File: src/rtl/seg_display_mux_if.sv
// Display bus between the upstream clock logic and the multiplexed seven-segment driver.
interface seg_display_mux_if #(
  parameter int unsigned PWM_BITS = 8
);
  logic [15:0]         Digits;
  logic [3:0]          Dp;
  logic [PWM_BITS-1:0] Brightness;
  logic [3:0]          SegmentDrivers;
  logic [7:0]          SevenSegment;

  modport master (
    output Digits, Dp, Brightness,
    input  SegmentDrivers, SevenSegment
  );

  modport slave (
    input  Digits, Dp, Brightness,
    output SegmentDrivers, SevenSegment
  );
endinterface

File: src/rtl/seg_display_mux.sv
// 4-digit time-multiplexed seven-segment driver with PWM dimming and frame-synchronous shadow capture.
// Optional LEADING_ZERO_BLANK_EN: digit 3 is dark when its shadowed code is 0.
module seg_display_mux #(
  parameter int unsigned REFRESH_DIV = 65536,
  parameter int unsigned PWM_BITS    = 8
) (
  input logic               Clk_100M,
  input logic               Reset,
  seg_display_mux_if.slave  bus
);
  localparam int unsigned RW = (REFRESH_DIV > 2) ? $clog2(REFRESH_DIV) : 1;

  logic [RW-1:0]       refresh_cnt_q, refresh_cnt_d;
  logic [1:0]          idx_q, idx_d;
  logic [PWM_BITS-1:0] pwm_cnt_q, pwm_cnt_d;
  logic [15:0]         digits_sh_q, digits_sh_d;
  logic [3:0]          dp_sh_q, dp_sh_d;
  logic [3:0]          seg_drv_q, seg_drv_d;
  logic [7:0]          seven_seg_q, seven_seg_d;

  logic                term_c;
  logic [3:0]          cur_digit_c;
  logic                blank_c;

  // Active-low g..a glyph for a hex code.
  function automatic logic [6:0] glyph(input logic [3:0] code);
    logic [6:0] g;
    unique case (code)
      4'h0: g = 7'h40;  4'h1: g = 7'h79;  4'h2: g = 7'h24;  4'h3: g = 7'h30;
      4'h4: g = 7'h19;  4'h5: g = 7'h12;  4'h6: g = 7'h02;  4'h7: g = 7'h78;
      4'h8: g = 7'h00;  4'h9: g = 7'h10;  4'hA: g = 7'h08;  4'hB: g = 7'h03;
      4'hC: g = 7'h46;  4'hD: g = 7'h21;  4'hE: g = 7'h06;  default: g = 7'h0E;
    endcase
    return g;
  endfunction

  // Scan, PWM and shadow next-state plus registered pin values.
  always_comb begin
    refresh_cnt_d = refresh_cnt_q + RW'(1);
    idx_d         = idx_q;
    pwm_cnt_d     = pwm_cnt_q + PWM_BITS'(1);
    digits_sh_d   = digits_sh_q;
    dp_sh_d       = dp_sh_q;
    term_c        = (refresh_cnt_q == RW'(REFRESH_DIV - 1));

    if (term_c) begin
      refresh_cnt_d = '0;
      idx_d         = idx_q + 2'd1;
      // Load at frame end only, so a frame always shows one coherent value.
      if (idx_q == 2'd3) begin
        digits_sh_d = bus.Digits;
        dp_sh_d     = bus.Dp;
      end
    end

    cur_digit_c = digits_sh_q[{idx_q, 2'b00} +: 4];
    blank_c     = !((bus.Brightness == {PWM_BITS{1'b1}}) || (pwm_cnt_q < bus.Brightness));
`ifdef LEADING_ZERO_BLANK_EN
    if ((idx_q == 2'd3) && (digits_sh_q[15:12] == 4'h0)) blank_c = 1'b1;
`endif

    if (blank_c) begin
      seg_drv_d   = 4'hF;
      seven_seg_d = 8'hFF;
    end else begin
      seg_drv_d   = ~(4'b0001 << idx_q);
      seven_seg_d = {~dp_sh_q[idx_q], glyph(cur_digit_c)};
    end
  end

  always_ff @(posedge Clk_100M or posedge Reset) begin
    if (Reset) begin
      refresh_cnt_q <= '0;
      idx_q         <= '0;
      pwm_cnt_q     <= '0;
      digits_sh_q   <= '0;
      dp_sh_q       <= '0;
      seg_drv_q     <= 4'hF;
      seven_seg_q   <= 8'hFF;
    end else begin
      refresh_cnt_q <= refresh_cnt_d;
      idx_q         <= idx_d;
      pwm_cnt_q     <= pwm_cnt_d;
      digits_sh_q   <= digits_sh_d;
      dp_sh_q       <= dp_sh_d;
      seg_drv_q     <= seg_drv_d;
      seven_seg_q   <= seven_seg_d;
    end
  end

  assign bus.SegmentDrivers = seg_drv_q;
  assign bus.SevenSegment   = seven_seg_q;
endmodule

File: src/flat_wrapper.sv
// flat-port wrapper written by rule: the top's interface ports become plain ports
module seg_display_mux_flat 
#(
  parameter int unsigned REFRESH_DIV = 65536,
  parameter int unsigned PWM_BITS    = 8
)
  (Clk_100M, Reset, bus_Digits, bus_Dp, bus_Brightness, bus_SegmentDrivers, bus_SevenSegment);
  seg_display_mux_if #(.PWM_BITS(PWM_BITS)) bus_i ();
  input logic Clk_100M;
  input logic Reset;
  input wire logic [$bits(bus_i.Digits)-1:0] bus_Digits;
  input wire logic [$bits(bus_i.Dp)-1:0] bus_Dp;
  input wire logic [$bits(bus_i.Brightness)-1:0] bus_Brightness;
  output wire logic [$bits(bus_i.SegmentDrivers)-1:0] bus_SegmentDrivers;
  output wire logic [$bits(bus_i.SevenSegment)-1:0] bus_SevenSegment;
  assign bus_i.Digits = bus_Digits;
  assign bus_i.Dp = bus_Dp;
  assign bus_i.Brightness = bus_Brightness;
  assign bus_SegmentDrivers = bus_i.SegmentDrivers;
  assign bus_SevenSegment = bus_i.SevenSegment;
  seg_display_mux #(.REFRESH_DIV(REFRESH_DIV), .PWM_BITS(PWM_BITS)) u_core (.Clk_100M(Clk_100M), .Reset(Reset), .bus(bus_i));
endmodule
File: config.mk
export PLATFORM = sky130hd
export DESIGN_NAME = seg_display_mux_flat
export DESIGN_NICKNAME = d
export VERILOG_FILES = /design/src/rtl/seg_display_mux_if.sv /design/src/rtl/seg_display_mux.sv /design/src/flat_wrapper.sv
export SDC_FILE = /design/constraint.sdc
export NUM_CORES = 1
export LEC_CHECK = 0
export CORE_ASPECT_RATIO = 1.4
export CORE_MARGIN = 2
export CORE_UTILIZATION = 49
export DETAILED_ROUTE_END_ITERATION = 6
export HOLD_SLACK_MARGIN = 0.06
export PLACE_DENSITY_LB_ADDON = 0.15
export SYNTH_ARGS = -nofsm -noshare
export SYNTH_HDL_FRONTEND = slang
export SYNTH_SLANG_ARGS = --single-unit
File: constraint.sdc
create_clock -name Clk_100M -period 2 [get_ports Clk_100M]
set_input_delay 0.2 -clock Clk_100M [delete_from_list [all_inputs] [get_ports Clk_100M]]
set_output_delay 0.2 -clock Clk_100M [all_outputs]
set_load 0.005 [all_outputs]
==> results of run 1 <==
==> stage by stage <==
step	area, µm²	instances	worst slack, ns
floorplan	2940	235	0.0246
global placement	3500	352	-0.0762
detailed placement	3500	352	-0.113
CTS	3690	367	0.0403
global route	3700	368	0.0211
finish	3700	368	0.121
==> Yosys cell counts (2+ instances only) <==
cell type and number:
sky130_fd_sc_hd__o22ai_1 2, sky130_fd_sc_hd__dfrtp_1 46, sky130_fd_sc_hd__nand2b_1 2, sky130_fd_sc_hd__mux4_2 4, sky130_fd_sc_hd__nor2_1 12, sky130_fd_sc_hd__buf_2 4, sky130_fd_sc_hd__nand2_1 8, sky130_fd_sc_hd__o21ai_1 9
sky130_fd_sc_hd__ha_1 19, sky130_fd_sc_hd__and3_1 2, sky130_fd_sc_hd__xor2_1 11, sky130_fd_sc_hd__mux2_1 22, sky130_fd_sc_hd__and4_1 3, sky130_fd_sc_hd__mux2i_1 5, sky130_fd_sc_hd__inv_1 16, sky130_fd_sc_hd__dfstp_2 12
sky130_fd_sc_hd__nand3_1 4, sky130_fd_sc_hd__a21oi_1 3, sky130_fd_sc_hd__nand4_1 9, sky130_fd_sc_hd__xnor2_1 12, sky130_fd_sc_hd__o21ai_0 4, sky130_fd_sc_hd__or3_1 3, sky130_fd_sc_hd__mux4_1 2, sky130_fd_sc_hd__buf_6 2
==> worst max path at each step <==
| stage | from | to | slack, ns | cells after the start |
|---|---|---|---|---|
| 5_1_grt | u_core.idx_q[0]$_DFFE_PP0N_ | u_core.bus.SevenSegment[3]$_DFF_PP1_ | 0.02 | 6 |
| 2_1_floorplan | u_core.idx_q[0]$_DFFE_PP0N_ | u_core.bus.SevenSegment[6]$_DFF_PP1_ | 0.02 | 6 |
| 6_report | u_core.idx_q[0]$_DFFE_PP0N_ | u_core.bus.SevenSegment[6]$_DFF_PP1_ | 0.12 | 5 |
| 4_1_cts | u_core.idx_q[0]$_DFFE_PP0N_ | u_core.bus.SevenSegment[6]$_DFF_PP1_ | 0.04 | 5 |
| 3_3_place_gp | bus_Brightness[1] | u_core.bus.SevenSegment[2]$_DFF_PP1_ | -0.08 | 7 |
| 3_5_place_dp | bus_Brightness[1] | u_core.bus.SevenSegment[2]$_DFF_PP1_ | -0.11 | 7 |
==> routing by layer <==
| layer | wire [µm] | GRT usage (%) | share of wire, % |
|---|---|---|---|
| met1 | 2210 | 19.9 | 44 |
| met2 | 2490 | 28.0 | 49 |
| met3 | 234 | 4.55 | 4.6 |
| met4 | 112 | 10.8 | 2.2 |
| met5 | 0 | 0 | 0 |
==> power groups by stage <==
stage	Combinational (W)	Sequential (W)	Clock, W
floorplan	0.000114	0.00126	0
global placement	0.000244	0.00126	0
detailed placement	0.000247	0.00127	0
CTS	0.000249	0.00125	0.00103
global route	0.000270	0.00125	0.00109
finish	0.000244	0.00124	0.00100
==> sequential cells by signal, indices dropped and copies added (netlist names) <==
signal,cells
u_core.idx_q,2
u_core.digits_sh_q,16
u_core.refresh_cnt_q,16
u_core.bus.SegmentDrivers,4
u_core.pwm_cnt_q,8
u_core.bus.SevenSegment,8
u_core.dp_sh_q,4
==> repair_timing <==
| item | 4_1_cts | 5_1_grt |
|---|---|---|
| hold endpoints to repair | 0 | 0 |
| setup buffers | 0 | 1 |
| gates resized for setup | 0 | 2 |
| endpoints found under the setup margin | 0 | 22 |
==> layout by cell type, fill, tap and decap left out, drive strengths merged, types with 3 or more instances in the layout <==
master | netlist | routed
nand3 | 4 | 4
nor2 | 12 | 12
o21ai | 13 | 13
clkdlybuf4s50 | 0 | 41
xor2 | 11 | 11
buf | 7 | 15
nand2b | 3 | 3
ha | 19 | 19
or3 | 3 | 3
nand4 | 10 | 10
a21oi | 3 | 3
mux2i | 5 | 5
dfrtp | 46 | 46
dfstp | 12 | 12
and4 | 3 | 3
inv | 16 | 16
mux4 | 6 | 6
clkbuf | 1 | 13
nand2 | 8 | 8
xnor2 | 12 | 12
mux2 | 23 | 23
==> kinds of logic after synthesis <==
group	synth area share (%)
AND/OR/NAND/NOR	10.0
AO/OA/AOI/OAI	5.71
adder cells (fa/ha/maj)	8.10
buffers and inverters	3.88
flip-flops	49.9
multiplexers	15.5
XOR/XNOR	6.86
==> layout make-up <==
type	instances	area [µm²]
Clock inverter	2	10.0
Fill cell	477	2120
Clock buffer	13	179
Timing Repair Buffer	56	536
Inverter	16	60.1
Tap cell	70	87.6
Multi-Input combinational cell	153	1360
Sequential cell	58	1470
==> tightest hold or removal path, stage by stage <==
cell	delay, ns
sky130_fd_sc_hd__clkdlybuf4s50_1	0.42
sky130_fd_sc_hd__inv_2	0.07
sky130_fd_sc_hd__buf_12	0.27
==> key figures, run 1 <==
Final layout
  • Post-layout utilization of the core: 63.5%
  • Fraction of final layout cells sized beyond drive strength 1: 18.1%
  • Area Overhead vs Synth: 25.9%
  • Ant diodes: 0
  • Post-layout nets: 343

Drt
  • Total routed wirelength: between 5000 and 6000 µm
  • Via/cell ratio: 5.32
  • Wire length per cell after detailed routing: 13.7 µm
  • Number of design-rule violations left by the first detailed-router iteration: 89
  • Count of antenna-violating nets left after detailed routing: 0
  • Count of unresolved DRC violations after routing: 0
  • Number of vias after detailed routing: 1959
  • Number of detailed-route iterations in the first pass: 4

Placement
  • Placer's final routability congestion estimate: about 0.81
  • Post-DP HPWL: approximately 3700 µm
  • PortBufs: 41

Synth
  • Post-synthesis cell area: just under 0.003 mm²
  • Count of flip-flops with a built-in enable after synthesis: 0
  • Number of warning messages in the yosys log: 0
  • Post-synthesis register bit count: 58
  • Synthesized area divided by synthesized cell count: 12.5 µm²
  • Biggest area consumer among synthesized cells: sky130_fd_sc_hd__dfrtp_1
  • Number of library cell types mapped by synthesis: 43
  • Portion of synthesized cell area occupied by the leading cell type: about 39%
  • Proportion of synthesized chip area in sequential cells: 49.9%
  • Cell types with the largest area share after synthesis: sky130_fd_sc_hd__dfrtp_1 (39%), sky130_fd_sc_hd__dfstp_2 (11%), sky130_fd_sc_hd__mux2_1 (8.4%)
  • Number of nets produced by synthesis: approximately 280
  • Most used flip-flop cell after synthesis: sky130_fd_sc_hd__dfrtp_1
  • Mapped Cells: 235
  • Share of flip-flops with an asynchronous set or reset: 100%

Global route
  • Pin count of the biggest net entering global routing: between 50 and 60
  • Remaining Overflow, GRT: 0
  • Number of antenna violations at the first check in global routing: 0
  • Via count of the first global-routing pass: 1846
  • First-pass GRT wire length: 8550 µm
  • Overall routing resource usage: 17.0%

Setup path
  • Type of element capturing the critical path: register
  • Family with the most delay on the worst path: multiplexers
  • Maximum fanout along the worst path: 4
  • R2r startpoint: u_core.idx_q[0]$_DFFE_PP0N_
  • Category of the critical setup timing path: reg2reg
  • Worst path buffer plus inverter count: 0
  • Terminus of the critical flop-to-flop path: u_core.bus.SevenSegment[6]$_DFF_PP1_
  • Maximum single-stage delay on the critical path: 0.57 ns
  • Slowest CP cell: sky130_fd_sc_hd__mux4_2
  • Required arrival time at the worst endpoint: between 2 and 2.5 ns
  • R2R Setup Slk: around 0.12 ns
  • Type of element launching the critical path: register
  • Cell depth of the worst flop-to-flop path: 5
  • Cell breakdown of the critical path: mux4_2, ha_1, mux2_4, a22oi_1, o21ai_1
  • Arrival time at the worst endpoint: 2.14 ns

Clock network
  • Number of buffers created by CTS: 9
  • Post-CTS Hold Buffers: 0
  • Maximum level of the CTS H-tree: 3
  • TritonCTS clock tree: built
  • Later-pin clock latency in the skew report: 0.34 ns
  • Clock Tree Buf Depth: 2
  • Clock-pin slew on the worst setup and hold paths: 0.06 ns
  • Number of clock sinks: 58
  • Clock root cell: sky130_fd_sc_hd__clkbuf_8

Pwr
  • Worst VDD drop: 0.393 mV
  • Proportion of power drawn by combinational gates: under 10%
  • Leakage component of the power: 1.68 nW
  • Switching share of power: 21.8%
  • Total internal power: 0.00195 W
  • Sequential share of power: 49.9%
  • Clock group share of total power: 40.3%
  • Total power per unit cell area: 674 mW/mm²
  • Overall power of the completed layout: around 0.0025 W
  • Net Sw Power: 0.000543 W

Timing
  • Post-layout min period: approximately 1.9 ns
  • Unrepaired setup endpoints after global routing: false
  • Max Clk Rate: around 530 MHz
  • Final Hold Slack: 0.247 ns
  • Number of endpoints failing setup at the final stage: 0
  • Hold violation total from the final report: 0
  • Setup total negative slack: 0 ns
  • Slew margin rel.: 80.6%
  • Number of pins exceeding their max-slew limit in the final report: 0
  • Worst-margin pin slew: a little under 0.3 ns
  • Worst clock skew on the final layout: just under 0.008 ns
  • Final worst path period share: 93.9%

Die
  • Width of the chip: 69.4 µm
  • Die Area: 0.00664 mm²
  • Core area: 0.00582 mm²
  • Top-level I/O count: 42
  • Initial core utilization: 50.4%
  • Standard-cell row count: 33
  • Die Height: around 96 µm

Status
  • Status: finished clean

Run
  • Count of maximum capacitance violations: 0

Min path
  • Kind of path behind the tightest hold check: in2async
Power figures use the tool's default switching activity.
==> run 2: changes to the inputs <==
CAP_MARGIN = 30   (was unset)
CORE_MARGIN = unset   (was 2)
SLEW_MARGIN = 20   (was unset)
==> run 2 against run 1 <==
Compared with the run above: non-clock buffer count down 1; clock-buffer cell count down 4; final area up 0.27%; sequential share of layout area down 0.11 points; worst setup slack worse by 0.022 ns; fmax down 1.1%; via count down 1.8%; critical endpoint unchanged; global-route usage up 1.7 points; largest power group unchanged; die area down 4.9%; critical path type unchanged; clock skew up 0.0013 ns; register-to-register slack worse by 0.02 ns.
==> key figures, run 2 (synthesis results as in run 1) <==
Clock network
  • Number of buffers added for setup after CTS: 0 (unchanged)
  • TritonCTS clock tree: built
  • Clock root cell: sky130_fd_sc_hd__clkbuf_8
  • Number of clock sinks: 58 (unchanged)
  • Post_cts resized: 0 (unchanged)
  • Clock-pin slew on the worst setup and hold paths: 0.07 ns (about the same)
  • Later-pin clock latency in the skew report: 0.34 ns (about the same)
  • Maximum level of the CTS H-tree: 3 (unchanged)
  • Number of buffers created by CTS: 9 (unchanged)
  • Post-CTS Hold Buffers: 0 (unchanged)
  • Clock Tree Buf Depth: 2 (unchanged)

Global route
  • Grt met3 use: 4.15% (-0.40 points)
  • Via count of the first global-routing pass: 1921 (+4.1%)
  • First-pass GRT wire length: 8630 µm (+0.96%)
  • Remaining Overflow, GRT: 0 (unchanged)
  • Grt met1 use: 22.4% (+2.6 points)
  • Pin count of the biggest net entering global routing: 37 (-37%)
  • Global-route met2 utilization: 30.4% (+2.5 points)
  • Global-route layer with the greatest usage: met2
  • Number of antenna violations at the first check in global routing: 0 (unchanged)
  • Overall routing resource usage: 18.7% (+1.7 points)

Timing
  • Post-layout min period: 1.90 ns (+0.0218 ns)
  • Worst clock skew on the final layout: 0.00923 ns (+0.00133 ns)
  • Setup total negative slack: 0 ns (unchanged)
  • Hold violation total from the final report: 0 (unchanged)
  • Worst-margin pin slew: 0.483 ns (+0.195 ns)
  • Number of endpoints failing setup at the final stage: 0 (unchanged)
  • Number of pins exceeding their max-slew limit in the final report: 0 (unchanged)
  • Max Clk Rate: 526 MHz (-1.1%)
  • Unrepaired setup endpoints after global routing: false
  • Final worst path period share: 95.0% (+1.1 points)
  • Slew margin rel.: 67.7% (-13 points)

Placement
  • Number of cells after detailed placement: 352 (unchanged)
  • Post-DP HPWL: 3730 µm (+1.1%)
  • Placer's final routability congestion estimate: 0.768 (-5.0%)
  • PortBufs: 41 (unchanged)

Min path
  • Kind of path behind the tightest hold check: in2async

Drt
  • Number of detailed-route iterations in the first pass: 4 (unchanged)
  • Count of antenna-violating nets left after detailed routing: 0 (unchanged)
  • Total routed wirelength: 5000 µm (-0.97%)
  • Number of design-rule violations left by the first detailed-router iteration: 66 (-26%)
  • Number of vias after detailed routing: 1924 (-1.8%)
  • Via/cell ratio: 5.24 (-1.5%)
  • Count of unresolved DRC violations after routing: 0 (unchanged)
  • Wire length per cell after detailed routing: 13.6 µm (-0.70%)

Pwr
  • Leakage component of the power: 1.68 nW (about the same)
  • Total power per unit cell area: 707 mW/mm² (+4.9%)
  • Worst VDD drop: 0.455 mV (+16%)

Final layout
  • Most frequent standard cell in the layout excluding fill and tap cells: sky130_fd_sc_hd__dfrtp_1
  • Top flop regs: u_core.digits_sh_q x16, u_core.refresh_cnt_q x16
  • Combined flip-flop and latch cell area: 0.00147 mm² (unchanged)
  • Fraction of final layout cells sized beyond drive strength 1: 17.8% (-0.28 points)
  • Commonest cells after routing, fill and taps aside: sky130_fd_sc_hd__dfrtp_1 (46), sky130_fd_sc_hd__clkdlybuf4s50_1 (41), sky130_fd_sc_hd__mux2_1 (22)
  • Final cell count without fillers: 367 (-0.27%)
  • Ant diodes: 0 (unchanged)
  • Area occupied by multi-input gates: 0.00136 mm² (unchanged)
  • Area Overhead vs Synth: 26.2%
  • Fill cell total of the finished layout: 459 (-3.8%)
  • Post-layout nets: 342 (-0.29%)

Die
  • Die Height: 93.6 µm (-2.1%)
  • Standard-cell row count: 33 (unchanged)
  • Width of the chip: 67.4 µm (-2.9%)
  • Top-level I/O count: 42 (unchanged)
  • Core area: 0.00582 mm² (unchanged)
  • Initial core utilization: 50.4% (unchanged)
  • Die Area: 0.00631 mm² (-4.9%)

Run
  • Count of maximum capacitance violations: 0 (unchanged)

Setup path
  • Arrival time at the worst endpoint: 2.15 ns (about the same)
  • Type of element capturing the critical path: register
  • Required arrival time at the worst endpoint: 2.25 ns (about the same)
  • Category of the critical setup timing path: reg2reg
  • Cell depth of the worst flop-to-flop path: 5 (unchanged)
  • Maximum fanout along the worst path: 4 (unchanged)
  • Type of element launching the critical path: register

Status
  • Status: finished clean
-- run 2: cell count changes in the layout (fill, tap and decap cells not counted) --
cell                         delta
sky130_fd_sc_hd__clkinv_2       +1
sky130_fd_sc_hd__buf_4          -1
sky130_fd_sc_hd__bufinv_16      +2
sky130_fd_sc_hd__clkbuf_8       -4
sky130_fd_sc_hd__clkinvlp_4     +1
-- run 2: path summary, 6_finish.rpt --
check	slack [ns]	from	end
max	0.1	u_core.idx_q[0]$_DFFE_PP0N_	u_core.bus.SevenSegment[6]$_DFF_PP1_
min	0.20	Reset	u_core.pwm_cnt_q[6]$_DFF_PP0_
max reg2reg	0.1	u_core.idx_q[0]$_DFFE_PP0N_	u_core.bus.SevenSegment[6]$_DFF_PP1_
min reg2reg	0.47	u_core.refresh_cnt_q[6]$_DFF_PP0_	u_core.refresh_cnt_q[6]$_DFF_PP0_
max in group asynchronous	1.24	Reset	u_core.digits_sh_q[10]$_DFFE_PP0P_
min in group Clk_100M	0.45	bus_Digits[12]	u_core.digits_sh_q[12]$_DFFE_PP0P_
-- run 2: power breakdown --
part | leakage [nW] | internal (W) | switching (W)
clock network | 0.105 | 0.000687 | 0.000447
logic | 0.881 | 0.000149 | 0.0000941
registers | 0.693 | 0.00123 | 0.0000179
total | 1.68 | 0.00206 | 0.000559
-- run 2: area by class of cell --
cell class | instances | share of cell area [%]
Sequential cell | 58 | 39.6
Multi-Input combinational cell | 153 | 36.7
Timing Repair Buffer | 55 | 14.2
Clock buffer | 9 | 3.34
Tap cell | 70 | 2.36
Clock inverter | 6 | 2.23
Inverter | 16 | 1.62
-- run 2: through the flow --
step / util [%] / hold WS, ns / power [W] / instance area (µm²) / worst slack (ns)
5_1_grt: 63.7 / 0.251 / 0.00272 / 3710 / 0.00377
3_3_place_gp: 60.1 / 0.459 / 0.00151 / 3500 / -0.0723
4_1_cts: 63.6 / 0.209 / 0.00266 / 3700 / 0.0122
3_5_place_dp: 60.1 / 0.464 / 0.00151 / 3500 / -0.125
6_report: 63.7 / 0.202 / 0.00262 / 3710 / 0.0996
2_1_floorplan: - / 0.332 / 0.00138 / 2940 / 0.0246
-- run 2: per-layer routing --
layer  vias to the layer above  wire, µm
met1                       919      2210
met4                         0       127
met2                        44      2460
met5                         -         0
li1                        950         -
met3                        11       192
-- run 2: critical path: stages (launching register included) --
cell	delay, ns
sky130_fd_sc_hd__dfrtp_1	0.43
sky130_fd_sc_hd__mux4_2	0.57
sky130_fd_sc_hd__ha_1	0.28
sky130_fd_sc_hd__mux2_4	0.28
sky130_fd_sc_hd__a22oi_1	0.18
sky130_fd_sc_hd__o21ai_1	0.09
==> run 3: changes to the inputs <==
CORE_MARGIN = 10   (was unset)
CORE_UTILIZATION = 58   (was 49)
PLACE_DENSITY = 0.87   (was unset)
PLACE_DENSITY_LB_ADDON = unset   (was 0.15)
clock period = 2.4 ns   (was 2 ns; I/O delays follow)
==> run 3 against run 2 <==
Compared with the run above: via count unchanged; utilization up 10 points; critical path type unchanged; largest cell class unchanged; worst hold slack gained 0.068 ns; largest power group unchanged; worst setup slack improved by 0.27 ns; clock skew is 0.00081 ns higher; global-route usage down 4.6 points; die area increased by 32%.
==> key figures, run 3 (synthesis results as in run 1) <==
Status
  • Status: finished clean

Clock network
  • TritonCTS clock tree: built
  • Maximum level of the CTS H-tree: 3 (unchanged)
  • Number of buffers added for setup after CTS: 0 (unchanged)
  • Number of clock sinks: 58 (unchanged)
  • Clock root cell: sky130_fd_sc_hd__clkbuf_8
  • Later-pin clock latency in the skew report: 0.34 ns (about the same)
  • Clock Tree Buf Depth: 2 (unchanged)
  • Number of buffers created by CTS: 9 (unchanged)
  • Post-CTS Hold Buffers: 0 (unchanged)
  • Post_cts resized: 0 (unchanged)
  • Clock-pin slew on the worst setup and hold paths: 0.06 ns (about the same)

Timing
  • Max Clk Rate: 493 MHz (-6.3%)
  • Slew margin rel.: 63.2% (-4.5 points)
  • Worst-margin pin slew: 0.551 ns (+0.0678 ns)
  • Setup total negative slack: 0 ns (unchanged)
  • Worst clock skew on the final layout: 0.0100 ns (+0.000805 ns)
  • Unrepaired setup endpoints after global routing: false
  • Number of pins exceeding their max-slew limit in the final report: 0 (unchanged)
  • Post-layout min period: 2.03 ns (+0.127 ns)
  • Hold violation total from the final report: 0 (unchanged)
  • Number of endpoints failing setup at the final stage: 0 (unchanged)
  • Final worst path period share: 84.5% (-11 points)
  • Final setup margin: 0.372 ns (+0.273 ns)

Drt
  • Number of vias after detailed routing: 1924 (unchanged)
  • Total routed wirelength: 5430 µm (+8.7%)
  • Via/cell ratio: 5.42 (+3.4%)
  • Number of design-rule violations left by the first detailed-router iteration: 83 (+26%)
  • Count of unresolved DRC violations after routing: 0 (unchanged)
  • Number of detailed-route iterations in the first pass: 4 (unchanged)
  • Count of antenna-violating nets left after detailed routing: 0 (unchanged)
  • Wire length per cell after detailed routing: 15.3 µm (+12%)

Run
  • Count of maximum capacitance violations: 0 (unchanged)

Setup path
  • Category of the critical setup timing path: reg2reg
  • Required arrival time at the worst endpoint: 2.66 ns (+0.41 ns)
  • Type of element capturing the critical path: register
  • Maximum fanout along the worst path: 5 (+1)
  • Type of element launching the critical path: register
  • Arrival time at the worst endpoint: 2.29 ns (+0.14 ns)
  • R2R Setup Slk: 0.37 ns (+0.27 ns)

Final layout
  • Post-layout nets: 335 (-2.0%)
  • Most frequent standard cell in the layout excluding fill and tap cells: sky130_fd_sc_hd__dfrtp_1
  • Ant diodes: 0 (unchanged)
  • Top flop regs: u_core.digits_sh_q x16, u_core.refresh_cnt_q x16
  • Cell area after layout: 0.00361 mm² (-2.7%)
  • Commonest cells after routing, fill and taps aside: sky130_fd_sc_hd__dfrtp_1 (46), sky130_fd_sc_hd__clkdlybuf4s50_1 (41), sky130_fd_sc_hd__mux2_1 (22)
  • Area Overhead vs Synth: 22.8%
  • Fraction of final layout cells sized beyond drive strength 1: 14.4% (-3.4 points)

Die
  • Core area: 0.00488 mm² (-16%)
  • Initial core utilization: 60.2% (+9.7 points)
  • Die Area: 0.00835 mm² (+32%)
  • Width of the chip: 80.1 µm (+19%)
  • Top-level I/O count: 42 (unchanged)
  • Standard-cell row count: 30 (-9.1%)
  • Die Height: 104 µm (+11%)

Global route
  • Global-route met2 utilization: 22.6% (-7.8 points)
  • Pin count of the biggest net entering global routing: 28 (-24%)
  • Grt met1 use: 15.9% (-6.5 points)
  • Remaining Overflow, GRT: 0 (unchanged)
  • Global-route layer with the greatest usage: met2
  • Via count of the first global-routing pass: 2001 (+4.2%)
  • Overall routing resource usage: 14.1% (-4.6 points)
  • Number of antenna violations at the first check in global routing: 0 (unchanged)
  • First-pass GRT wire length: 9270 µm (+7.4%)
  • Grt met3 use: 4.58% (+0.44 points)

Pwr
  • Worst VDD drop: 0.393 mV (-14%)
  • Clock group share of total power: 39.5% (-3.8 points)
  • Sequential share of power: 51.0% (+3.6 points)
  • Net Sw Power: 0.000434 W (-22%)
  • Leakage component of the power: 1.61 nW (-4.0%)
  • Switching share of power: 21.3% (about the same)
  • Total internal power: 0.00160 W (-22%)
  • Total power per unit cell area: 564 mW/mm² (-20%)
  • Proportion of power drawn by combinational gates: 9.5% (+0.2 points)

Placement
  • Dpl ws: 0.251 ns (+0.375 ns)
  • Placer's final routability congestion estimate: 0.871 (+13%)
  • Placement-stage cell area: 0.00343 mm² (-2.1%)
  • PortBufs: 41 (unchanged)
  • Post-DP HPWL: 4140 µm (+11%)

Min path
  • Kind of path behind the tightest hold check: in2async
==> run 3: cell count changes in the layout (fill, tap and decap cells not counted), sizes merged <==
cell      previous run  this run
buf                 14         7
clkinv               3         0
clkbuf               9        16
clkinvlp             1         0
bufinv               2         0
==> run 3: cell type report <==
class	instances	area (µm²)
Sequential cell	58	1470
Clock buffer	16	180
Inverter	16	60.1
Tap cell	64	80.1
Timing Repair Buffer	48	463
Fill cell	336	1270
Multi-Input combinational cell	153	1360
==> run 3: final timing paths <==
path                                                             end                         startpoint  cells after the start
min in group Clk_100M              u_core.refresh_cnt_q[6]$_DFF_PP0_  u_core.refresh_cnt_q[6]$_DFF_PP0_                      1
worst max-delay path            u_core.bus.SevenSegment[6]$_DFF_PP1_        u_core.idx_q[0]$_DFFE_PP0N_                      5
worst min register to register     u_core.refresh_cnt_q[6]$_DFF_PP0_  u_core.refresh_cnt_q[6]$_DFF_PP0_                      1
max in group asynchronous       u_core.bus.SevenSegment[4]$_DFF_PP1_                              Reset                      3
worst max register to register  u_core.bus.SevenSegment[6]$_DFF_PP1_        u_core.idx_q[0]$_DFFE_PP0N_                      5
worst min-delay path               u_core.refresh_cnt_q[8]$_DFF_PP0_                              Reset                      2
==> run 3: worst max-delay path, cell delays in order (launching register included) <==
cell and delay [ns]:
sky130_fd_sc_hd__dfrtp_1 0.43, sky130_fd_sc_hd__mux4_1 0.69, sky130_fd_sc_hd__ha_1 0.30, sky130_fd_sc_hd__mux2_4 0.27, sky130_fd_sc_hd__a22oi_1 0.18, sky130_fd_sc_hd__o21ai_1 0.08
==> run 3: routing by layer <==
metal	up-vias	part of all wire (%)
met5	-	0
met3	10	6.0
met4	0	1.8
met1	930	40
met2	48	52
li1	936	-
==> run 3: power by group through the flow <==
stage | clock [W] | sequential (W) | combinational [W]
global route | 0.000877 | 0.00104 | 0.000217
floorplan | 0 | 0.00105 | 0.0000947
detailed placement | 0 | 0.00105 | 0.000197
finish | 0.000803 | 0.00104 | 0.000194
CTS | 0.000827 | 0.00104 | 0.000198
global placement | 0 | 0.00105 | 0.000192
==> run 3: through the flow <==
| step | total power (W) | hold WS, ns | utilization (%) | cells |
|---|---|---|---|---|
| after floorplan | 0.00115 | 0.372 | - | 235 |
| after global placement | 0.00124 | 0.454 | 70.2 | 339 |
| after detailed placement | 0.00125 | 0.457 | 70.2 | 339 |
| after CTS | 0.00206 | 0.288 | 73.9 | 355 |
| after global routing | 0.00213 | 0.327 | 73.9 | 355 |
| final | 0.00203 | 0.270 | 73.9 | 355 |
